<file path="src/rtl/uart_pkg.sv">
// uart_pkg: shared state encoding, frame constants and sampling helper for the UART receive path
package uart_pkg;
   localparam int DATA_BITS = 8;
   localparam int DEF_CLOCKS_PER_PULSE = 16;
   typedef enum logic [1:0] {RX_IDLE, RX_START, RX_DATA, RX_STOP} rx_state_t;
   function automatic logic maj3(input logic [2:0] v);
      return (v[0] & v[1]) | (v[1] & v[2]) | (v[0] & v[2]);
   endfunction
endpackage

</file>
<file path="src/rtl/receiver_if.sv">
// receiver_if: serial line in, byte strobes and status out
interface receiver_if;
   import uart_pkg::*;
   logic                 rx;
   logic [DATA_BITS-1:0] data_out;
   logic                 data_valid;
   logic                 frame_err;
   logic                 rx_busy;
   modport master(output rx, input data_out, data_valid, frame_err, rx_busy);
   modport slave(input rx, output data_out, data_valid, frame_err, rx_busy);
endinterface

</file>
<file path="src/rtl/sync_2ff.sv">
// sync_2ff: two-flop synchronizer for an asynchronous single-bit input, reset to RST_VAL
module sync_2ff #(
   parameter logic RST_VAL = 1'b1
) (
   input  logic clk,
   input  logic rst,
   input  logic d,
   output logic q
);
   logic meta;
   always_ff @(posedge clk)
      if (rst) {q, meta} <= {2{RST_VAL}};
      else {q, meta} <= {meta, d};
endmodule

</file>
<file path="src/rtl/receiver.sv">
// receiver: 8N1 UART receive stage with valid/framing-error strobes
// Optional RX_MAJORITY_EN: sample points vote over a 3-deep rx_sync history
module receiver
   import uart_pkg::*;
#(
   parameter int CLOCKS_PER_PULSE = DEF_CLOCKS_PER_PULSE
) (
   input logic       clk,
   input logic       rst,
   receiver_if.slave bus
);
   localparam int CW = $clog2(CLOCKS_PER_PULSE);
   localparam int MID = CLOCKS_PER_PULSE / 2;
   localparam logic [CW-1:0] MID_END = CW'(MID - 1);
   localparam logic [CW-1:0] BIT_END = CW'(CLOCKS_PER_PULSE - 1);
   localparam logic [2:0] LAST_BIT = 3'(DATA_BITS - 1);
   rx_state_t            state, state_n;
   logic [CW-1:0]        cnt, cnt_n;
   logic [2:0]           bit_cnt, bit_n;
   logic [DATA_BITS-1:0] shift, shift_n, data_q, data_n;
   logic                 valid_q, valid_n, err_q, err_n;
   logic                 rx_sync, rx_prev, sample;
   sync_2ff #(.RST_VAL(1'b1)) u_sync (.clk(clk), .rst(rst), .d(bus.rx), .q(rx_sync));
`ifdef RX_MAJORITY_EN
   logic [2:0] hist;
   always_ff @(posedge clk)
      hist <= rst ? 3'b111 : {hist[1:0], rx_sync};
   assign sample = maj3(hist);
`else
   assign sample = rx_sync;
`endif
   always_comb begin
      state_n = state;
      cnt_n   = cnt + CW'(1);
      bit_n   = bit_cnt;
      shift_n = shift;
      data_n  = data_q;
      valid_n = 1'b0;
      err_n   = 1'b0;
      case (state)
         RX_IDLE: begin
            cnt_n = '0;
            bit_n = '0;
            state_n = (!rx_sync && rx_prev) ? RX_START : RX_IDLE;
         end
         RX_START:
            if (cnt == MID_END) begin
               cnt_n = '0;
               state_n = sample ? RX_IDLE : RX_DATA;
            end
         RX_DATA:
            if (cnt == BIT_END) begin
               cnt_n = '0;
               shift_n = {sample, shift[DATA_BITS-1:1]};
               bit_n = bit_cnt + 3'd1;
               state_n = (bit_cnt == LAST_BIT) ? RX_STOP : RX_DATA;
            end
         RX_STOP:
            if (cnt == BIT_END) begin
               cnt_n = '0;
               state_n = RX_IDLE;
               valid_n = sample;
               err_n = !sample;
               data_n = sample ? shift : data_q;
            end
         default: begin
            state_n = RX_IDLE;
            cnt_n = '0;
         end
      endcase
   end
   always_ff @(posedge clk)
      if (rst) begin
         state   <= RX_IDLE;
         cnt     <= '0;
         bit_cnt <= '0;
         shift   <= '0;
         data_q  <= '0;
         valid_q <= 1'b0;
         err_q   <= 1'b0;
         rx_prev <= 1'b1;
      end else begin
         state   <= state_n;
         cnt     <= cnt_n;
         bit_cnt <= bit_n;
         shift   <= shift_n;
         data_q  <= data_n;
         valid_q <= valid_n;
         err_q   <= err_n;
         rx_prev <= rx_sync;
      end
   assign bus.data_out   = data_q;
   assign bus.data_valid = valid_q;
   assign bus.frame_err  = err_q;
   assign bus.rx_busy    = state != RX_IDLE;
endmodule

</file>
<file path="src/flat_wrapper.sv">
// flat-port wrapper written by rule: the top's interface ports become plain ports
module receiver_flat import uart_pkg::*;
#(
   parameter int CLOCKS_PER_PULSE = DEF_CLOCKS_PER_PULSE
)
  (clk, rst, bus_rx, bus_data_out, bus_data_valid, bus_frame_err, bus_rx_busy);
  receiver_if bus_i ();
  input logic clk;
  input logic rst;
  input wire logic [$bits(bus_i.rx)-1:0] bus_rx;
  output wire logic [$bits(bus_i.data_out)-1:0] bus_data_out;
  output wire logic [$bits(bus_i.data_valid)-1:0] bus_data_valid;
  output wire logic [$bits(bus_i.frame_err)-1:0] bus_frame_err;
  output wire logic [$bits(bus_i.rx_busy)-1:0] bus_rx_busy;
  assign bus_i.rx = bus_rx;
  assign bus_data_out = bus_i.data_out;
  assign bus_data_valid = bus_i.data_valid;
  assign bus_frame_err = bus_i.frame_err;
  assign bus_rx_busy = bus_i.rx_busy;
  receiver #(.CLOCKS_PER_PULSE(CLOCKS_PER_PULSE)) u_core (.clk(clk), .rst(rst), .bus(bus_i));
endmodule
</file>
<file path="config.mk">
export PLATFORM = sky130hd
export DESIGN_NAME = receiver_flat
export DESIGN_NICKNAME = d
export VERILOG_FILES = /design/src/rtl/uart_pkg.sv /design/src/rtl/receiver_if.sv /design/src/rtl/sync_2ff.sv /design/src/rtl/receiver.sv /design/src/flat_wrapper.sv
export SDC_FILE = /design/constraint.sdc
export NUM_CORES = 1
export LEC_CHECK = 0
export ABC_AREA = 0
export CAP_MARGIN = 20
export CORE_ASPECT_RATIO = 1.75
export CORE_MARGIN = 4
export CORE_UTILIZATION = 40
export CTS_CLUSTER_DIAMETER = 120
export DETAILED_ROUTE_END_ITERATION = 7
export PLACE_DENSITY = 0.68
export SLEW_MARGIN = 20
export SYNTH_ARGS = -nofsm -noshare
export SYNTH_HDL_FRONTEND = slang
export SYNTH_HIERARCHICAL = 1
export SYNTH_SLANG_ARGS = --single-unit
</file>
<file path="constraint.sdc">
create_clock -name clk -period 2.95 [get_ports clk]
set_clock_uncertainty 0.15 [all_clocks]
set_input_delay 0.59 -clock clk [delete_from_list [all_inputs] [get_ports clk]]
set_output_delay 0.59 -clock clk [all_outputs]
set_load 0.01 [all_outputs]
</file>
==> results of run 1 <==
-- state kept, by name, summed over array words and instances, names as in the netlist, named ones only --
| signal | cells |
|---|---|
| u_core/shift | 8 |
| u_core/cnt | 4 |
| u_core/bus.data_valid | 1 |
| u_core/u_sync/q | 1 |
| u_core/bit_cnt | 3 |
| u_core/state | 1 |
| u_core/bus.frame_err | 1 |
| u_core/u_sync/meta | 1 |
| u_core/bus.data_out | 8 |
| u_core/rx_prev | 1 |
-- synthesized netlist by cell type --
cell      count
dfxtp_1      30
nand3_1      16
o21ai_0      11
a21oi_1       9
nand2b_1      8
buf_2         7
mux2i_1       7
a31oi_1       5
nand2_1       5
nor2_1        4
nor3_1        4
ha_1          3
and3_1        2
clkbuf_1      2
clkbuf_2      2
inv_1         2
nand3b_1      2
nand4b_1      2
nor3b_1       2
or2_1         2
a32oi_1       1
a41o_1        1
and2_1        1
and2b_1       1
and4b_1       1
buf_4         1
nand2_4       1
nor2b_1       1
nor4b_1       1
or2_2         1
xnor2_1       1
xor2_1        1
-- stage by stage --
step	instance area (um2)	hold WS, ns	cells
after global placement	1394	0.2409	182
after CTS	1473	0.2598	189
after floorplan	1256	0.2354	137
after global routing	1473	0.2941	189
final	1473	0.2580	189
after detailed placement	1394	0.2425	182
-- routing by layer --
metal,up-vias,part of all wire [%],track usage [%]
met5,-,0,0
met4,0,3.3,9.434
met3,8,3.8,4.309
met2,26,49,22.91
met1,496,44,16.07
li1,499,-,-
-- worst max-delay path: cells and delay by family, from the launching register on --
family / cells / cell delay, ns
flip-flops: 1 / 0.60
buffers and inverters: 2 / 0.59
AND/OR/NAND/NOR: 1 / 0.13
-- logic make-up (layout without fill, tap and decap cells) --
| logic type | count (synthesis) | count (layout) | synth area share (%) |
|---|---|---|---|
| xor gates and xnor gates | 2 | 2 | 1.395 |
| and+or+nand+nor | 54 | 54 | 24.90 |
| AOI/OAI and AO/OA | 27 | 27 | 11.95 |
| adders and majority gates | 3 | 3 | 2.988 |
| buffers and inverters | 14 | 24 | 5.379 |
| DFF | 30 | 30 | 47.81 |
| muxes | 7 | 7 | 5.578 |
-- power groups by stage --
stage	combinational [mW]	clock [mW]	sequential, mW
detailed placement	0.0189	0	0.421
finish	0.0188	0.304	0.412
CTS	0.0189	0.314	0.412
global placement	0.0185	0	0.421
global route	0.0209	0.330	0.413
floorplan	0.0142	0	0.419
-- cell type report --
cell class / instances / area share [%]
Tap cell: 42 / 3.568
Clock buffer: 5 / 4.673
Sequential cell: 30 / 40.78
Multi-Input combinational cell: 93 / 39.93
Timing Repair Buffer: 15 / 9.856
Clock inverter: 2 / 0.6797
Inverter: 2 / 0.5098
-- final timing paths --
kind	startpoint	end	slack, ns	cells after the start
min reg2reg	u_core/u_sync/meta	u_core/u_sync/q	0.26	1
max	u_core/state[0]	bus_rx_busy	0.60	3
min	u_core/u_sync/meta	u_core/u_sync/q	0.26	1
max reg2reg	u_core/cnt[0]	u_core/shift[6]	0.94	4
==> results.toml, run 1 <==
[outcome]
status = "complete, no violations"

[cts]
clockBufferDepth = 2
root_buffer = "clkbuf_8"
numCtsBuffers = 5
holdBufCountCts = 0
post-cts-setup-buffers = 0
cts-resized-gates = 0
cts_max_level = 2
clk_latency_ns = 0.28
numClockSinks = 30
clkTransAtPathRegs_ns = 0.06
cts_tree = "done"

[detailed_routing]
avgRoutedWirePerCell_um = 13.45
drtPass1Iterations = 6
ant_nets = 0
drt_wl_total_mm = 2.542
vias_per_cell = 5.444
num_vias = 1029
first_iter_violations = 29
drc = 0

[yosys]
yosysWarnings = 6
synth_cell_type_count = 32
syn_area_um2 = 1256
yosysTopAreaCell = "dfxtp_1"
synth.net_count = 143
syn_inst = 137
ys_seq_area_share_pct = 47.81
synth_top_area_share_pct = 47.81
synth.area.top_cells = "dfxtp_1 (48%), nand3_1 (6.4%), mux2i_1 (5.6%)"
ys_ff_latch = 30
syn_area_per_cell_um2 = 9.169

[timing]
slew_headroom_pct = 61.38
final-setup-viol-count = 0
worst_pin_slew_ns = 0.5776
slew_violations = 0
fin_crit_sh_pct = 79.71
hold_viol = 0
tns_ns = 0
grt_setup_unrepaired = "false"
min_period_ns = 2.351
setup_ws_ns = 0.5985
fmax_mhz = 425.3

[place]
dp_slack_ns = 0.8854
dp_hpwl_mm = 1.703
place.gp.congestion = 0.7569
io_buffers = 13

[power]
swShare_pct = 21.73
p_per_area_nw_per_um2 = 499.4
pwr-share-comb_pct = 2.6
clkPwrFrac_pct = 41.4
total_leakage_power_nw = 0.5589
p_sw_mw = 0.1598
power_mw = 0.7354
seq_power_share_pct = 56.1
intPower_mw = 0.5756
ir_drop_uv = 360.7

[worst_setup_path]
critPathCaptureType = "output port"
crit_type = "flop to output port"
crit_path_max_fanout = 15
cp_cell_sequence = "nor2_1 > inv_1 > clkdlybuf4s50_1"
slowest_delay_ns = 0.60
slowest_stage = "dfxtp_1"
cp.arrival_ns = 1.61
worstPathRequired_ns = 2.21
cp-start-kind = "flop"

[final_layout]
multi_input_area_um2 = 588.1
area_growth_pct = 17.23
final_util_pct = 49.75
final_cell_mix = "dfxtp_1 (30), nand3_1 (16), clkdlybuf4s50_1 (13)"
final-seq-area_um2 = 600.6
num_antenna_cells = 0
drive_gt1_share_pct = 7.483
nFillCells = 286
mostFrequentLayoutCell = "dfxtp_1"
fin_nets = 153

[global_routing]
grt_pass1_wl_mm = 4.416
grt_pass1_vias = 974
grtUsageTotal_pct = 14.20
grt_max_degree = 23
antenna_found_initial = 0
grt_overflow_total = 0

[die]
die_area_um2 = 4136
die_y_um = 82.14
ios = 14
die_x_um = 50.36
rows = 26
core-area_um2 = 2960
start_util_pct = 42.43

[worst_hold_path]
hold_class = "flop to flop"

[flow_run]
cap_violations = 0
Note: power is estimated with default switching activity, not from simulation.
==> run 2, diff against run 1 <==
- clock period: 2.95 -> 2.3 ns (I/O delays scaled with it)
==> results.toml, run 2 (synthesis results as in run 1) <==
[cts]
clockBufferDepth = 2
clk_latency_ns = 0.28
cts-resized-gates = 0
post-cts-setup-buffers = 0
clkTransAtPathRegs_ns = 0.06
numClockSinks = 30
numCtsBuffers = 5
holdBufCountCts = 0
root_buffer = "clkbuf_8"
cts_max_level = 2
cts_tree = "done"

[timing]
grt_setup_unrepaired = "false"
fin_crit_sh_pct = 83.45
hold_viol = 0
slew_violations = 0
slew_headroom_pct = 77.48
fmax_mhz = 521.0
tns_ns = 0
holdWs_ns = 0.2568
worst_pin_slew_ns = 0.3353
final-setup-viol-count = 0
setup_ws_ns = 0.3806
min_period_ns = 1.919

[flow_run]
cap_violations = 0

[die]
core-area_um2 = 2960
rows = 26
die_area_um2 = 4136
die_x_um = 50.36
die_y_um = 82.14
ios = 14
start_util_pct = 42.43

[worst_setup_path]
crit_type = "flop to output port"
worstPathRequired_ns = 1.69
r2r_start = "u_core/cnt[0]"
cp_cell_sequence = "nor2_1 > inv_1 > clkdlybuf4s50_1"
worst-r2r-setup-slack_ns = 0.68
slowest_stage = "clkdlybuf4s50_1"
cp-start-kind = "flop"
slowest_delay_ns = 0.47
r2r_cells = 5
crit_path_max_fanout = 3
path_delay_family = "buffers and inverters"
critPathCaptureType = "output port"
rr_endpoint = "u_core/shift[5]"
cp.arrival_ns = 1.31
worst-path-buf-inv = 2

[global_routing]
grt_overflow_total = 0
antenna_found_initial = 0
grt_pass1_wl_mm = 4.443
grtUsageTotal_pct = 14.30
grt_max_degree = 21
grt_pass1_vias = 1029

[place]
dp_slack_ns = 0.4157
io_buffers = 13
dp_cells = 186
place.gp.congestion = 0.8656
dp_hpwl_mm = 1.785

[detailed_routing]
avgRoutedWirePerCell_um = 13.20
wl_met3_um = 94
maxUsedRoutingLayer = "met4"
wl_met1_mm = 1.092
first_iter_violations = 20
drtPass1Iterations = 5
ant_nets = 0
vias_per_cell = 5.320
drt_wl_total_mm = 2.561
dr_wl_met2_mm = 1.296
num_vias = 1032
drc = 0

[final_layout]
fin_nets = 157
mostFrequentLayoutCell = "dfxtp_1"
area_growth_pct = 22.01
finalNonFillerCells = 194
drive_gt1_share_pct = 10.53
num_antenna_cells = 0
final_cell_mix = "dfxtp_1 (30), nand3_1 (16), clkdlybuf4s50_1 (13)"

[power]
total_leakage_power_nw = 0.5927
power_mw = 1.063
p_per_area_nw_per_um2 = 693.5
ir_drop_uv = 547.3

[worst_hold_path]
holdPathEnd = "u_core/u_sync/q"
hold_depth = 1
hold_path_startpoint = "u_core/u_sync/meta"
hold_class = "flop to flop"

[outcome]
status = "complete, no violations"
[run 2: stage by stage]
step / cell area, um2 / utilization (%)
3_5_place_dp: 1424 / 48.10
5_1_grt: 1533 / 51.78
2_1_floorplan: 1256 / -
4_1_cts: 1533 / 51.78
6_report: 1533 / 51.78
3_3_place_gp: 1424 / 48.10
[run 2: worst max path at each step]
stage / start / endpoint / slack, ns / depth (start not counted)
2_1_floorplan: u_core/cnt[0] / u_core/cnt[3] / 0.84 / 6
3_3_place_gp: rst / u_core/shift[5] / 0.47 / 4
3_5_place_dp: rst / u_core/shift[5] / 0.42 / 4
4_1_cts: flop / bus_rx_busy / 0.35 / 3
5_1_grt: flop / bus_rx_busy / 0.30 / 3
6_report: flop / bus_rx_busy / 0.38 / 3
[run 2: area by class of cell]
class | instances | area, um2
Timing Repair Buffer | 19 | 175.2
Clock buffer | 5 | 68.82
Multi-Input combinational cell | 93 | 588.1
Clock inverter | 3 | 40.04
Sequential cell | 30 | 600.6
Inverter | 2 | 7.507
Fill cell | 275 | 1428
Tap cell | 42 | 52.55
[run 2: where the power goes]
part / switching, mW / internal, mW
Clock: 0.189 / 0.318
Combinational: 0.0153 / 0.0151
Sequential: 0.00243 / 0.523
Total: 0.206 / 0.856
[run 2: layer usage]
layer  global-route usage [%]  vias to the layer above
li1                         -                      506
met1                    15.68                      491
met2                    24.21                       28
met3                    3.770                        7
met4                    9.164                        0
met5                        0                        -
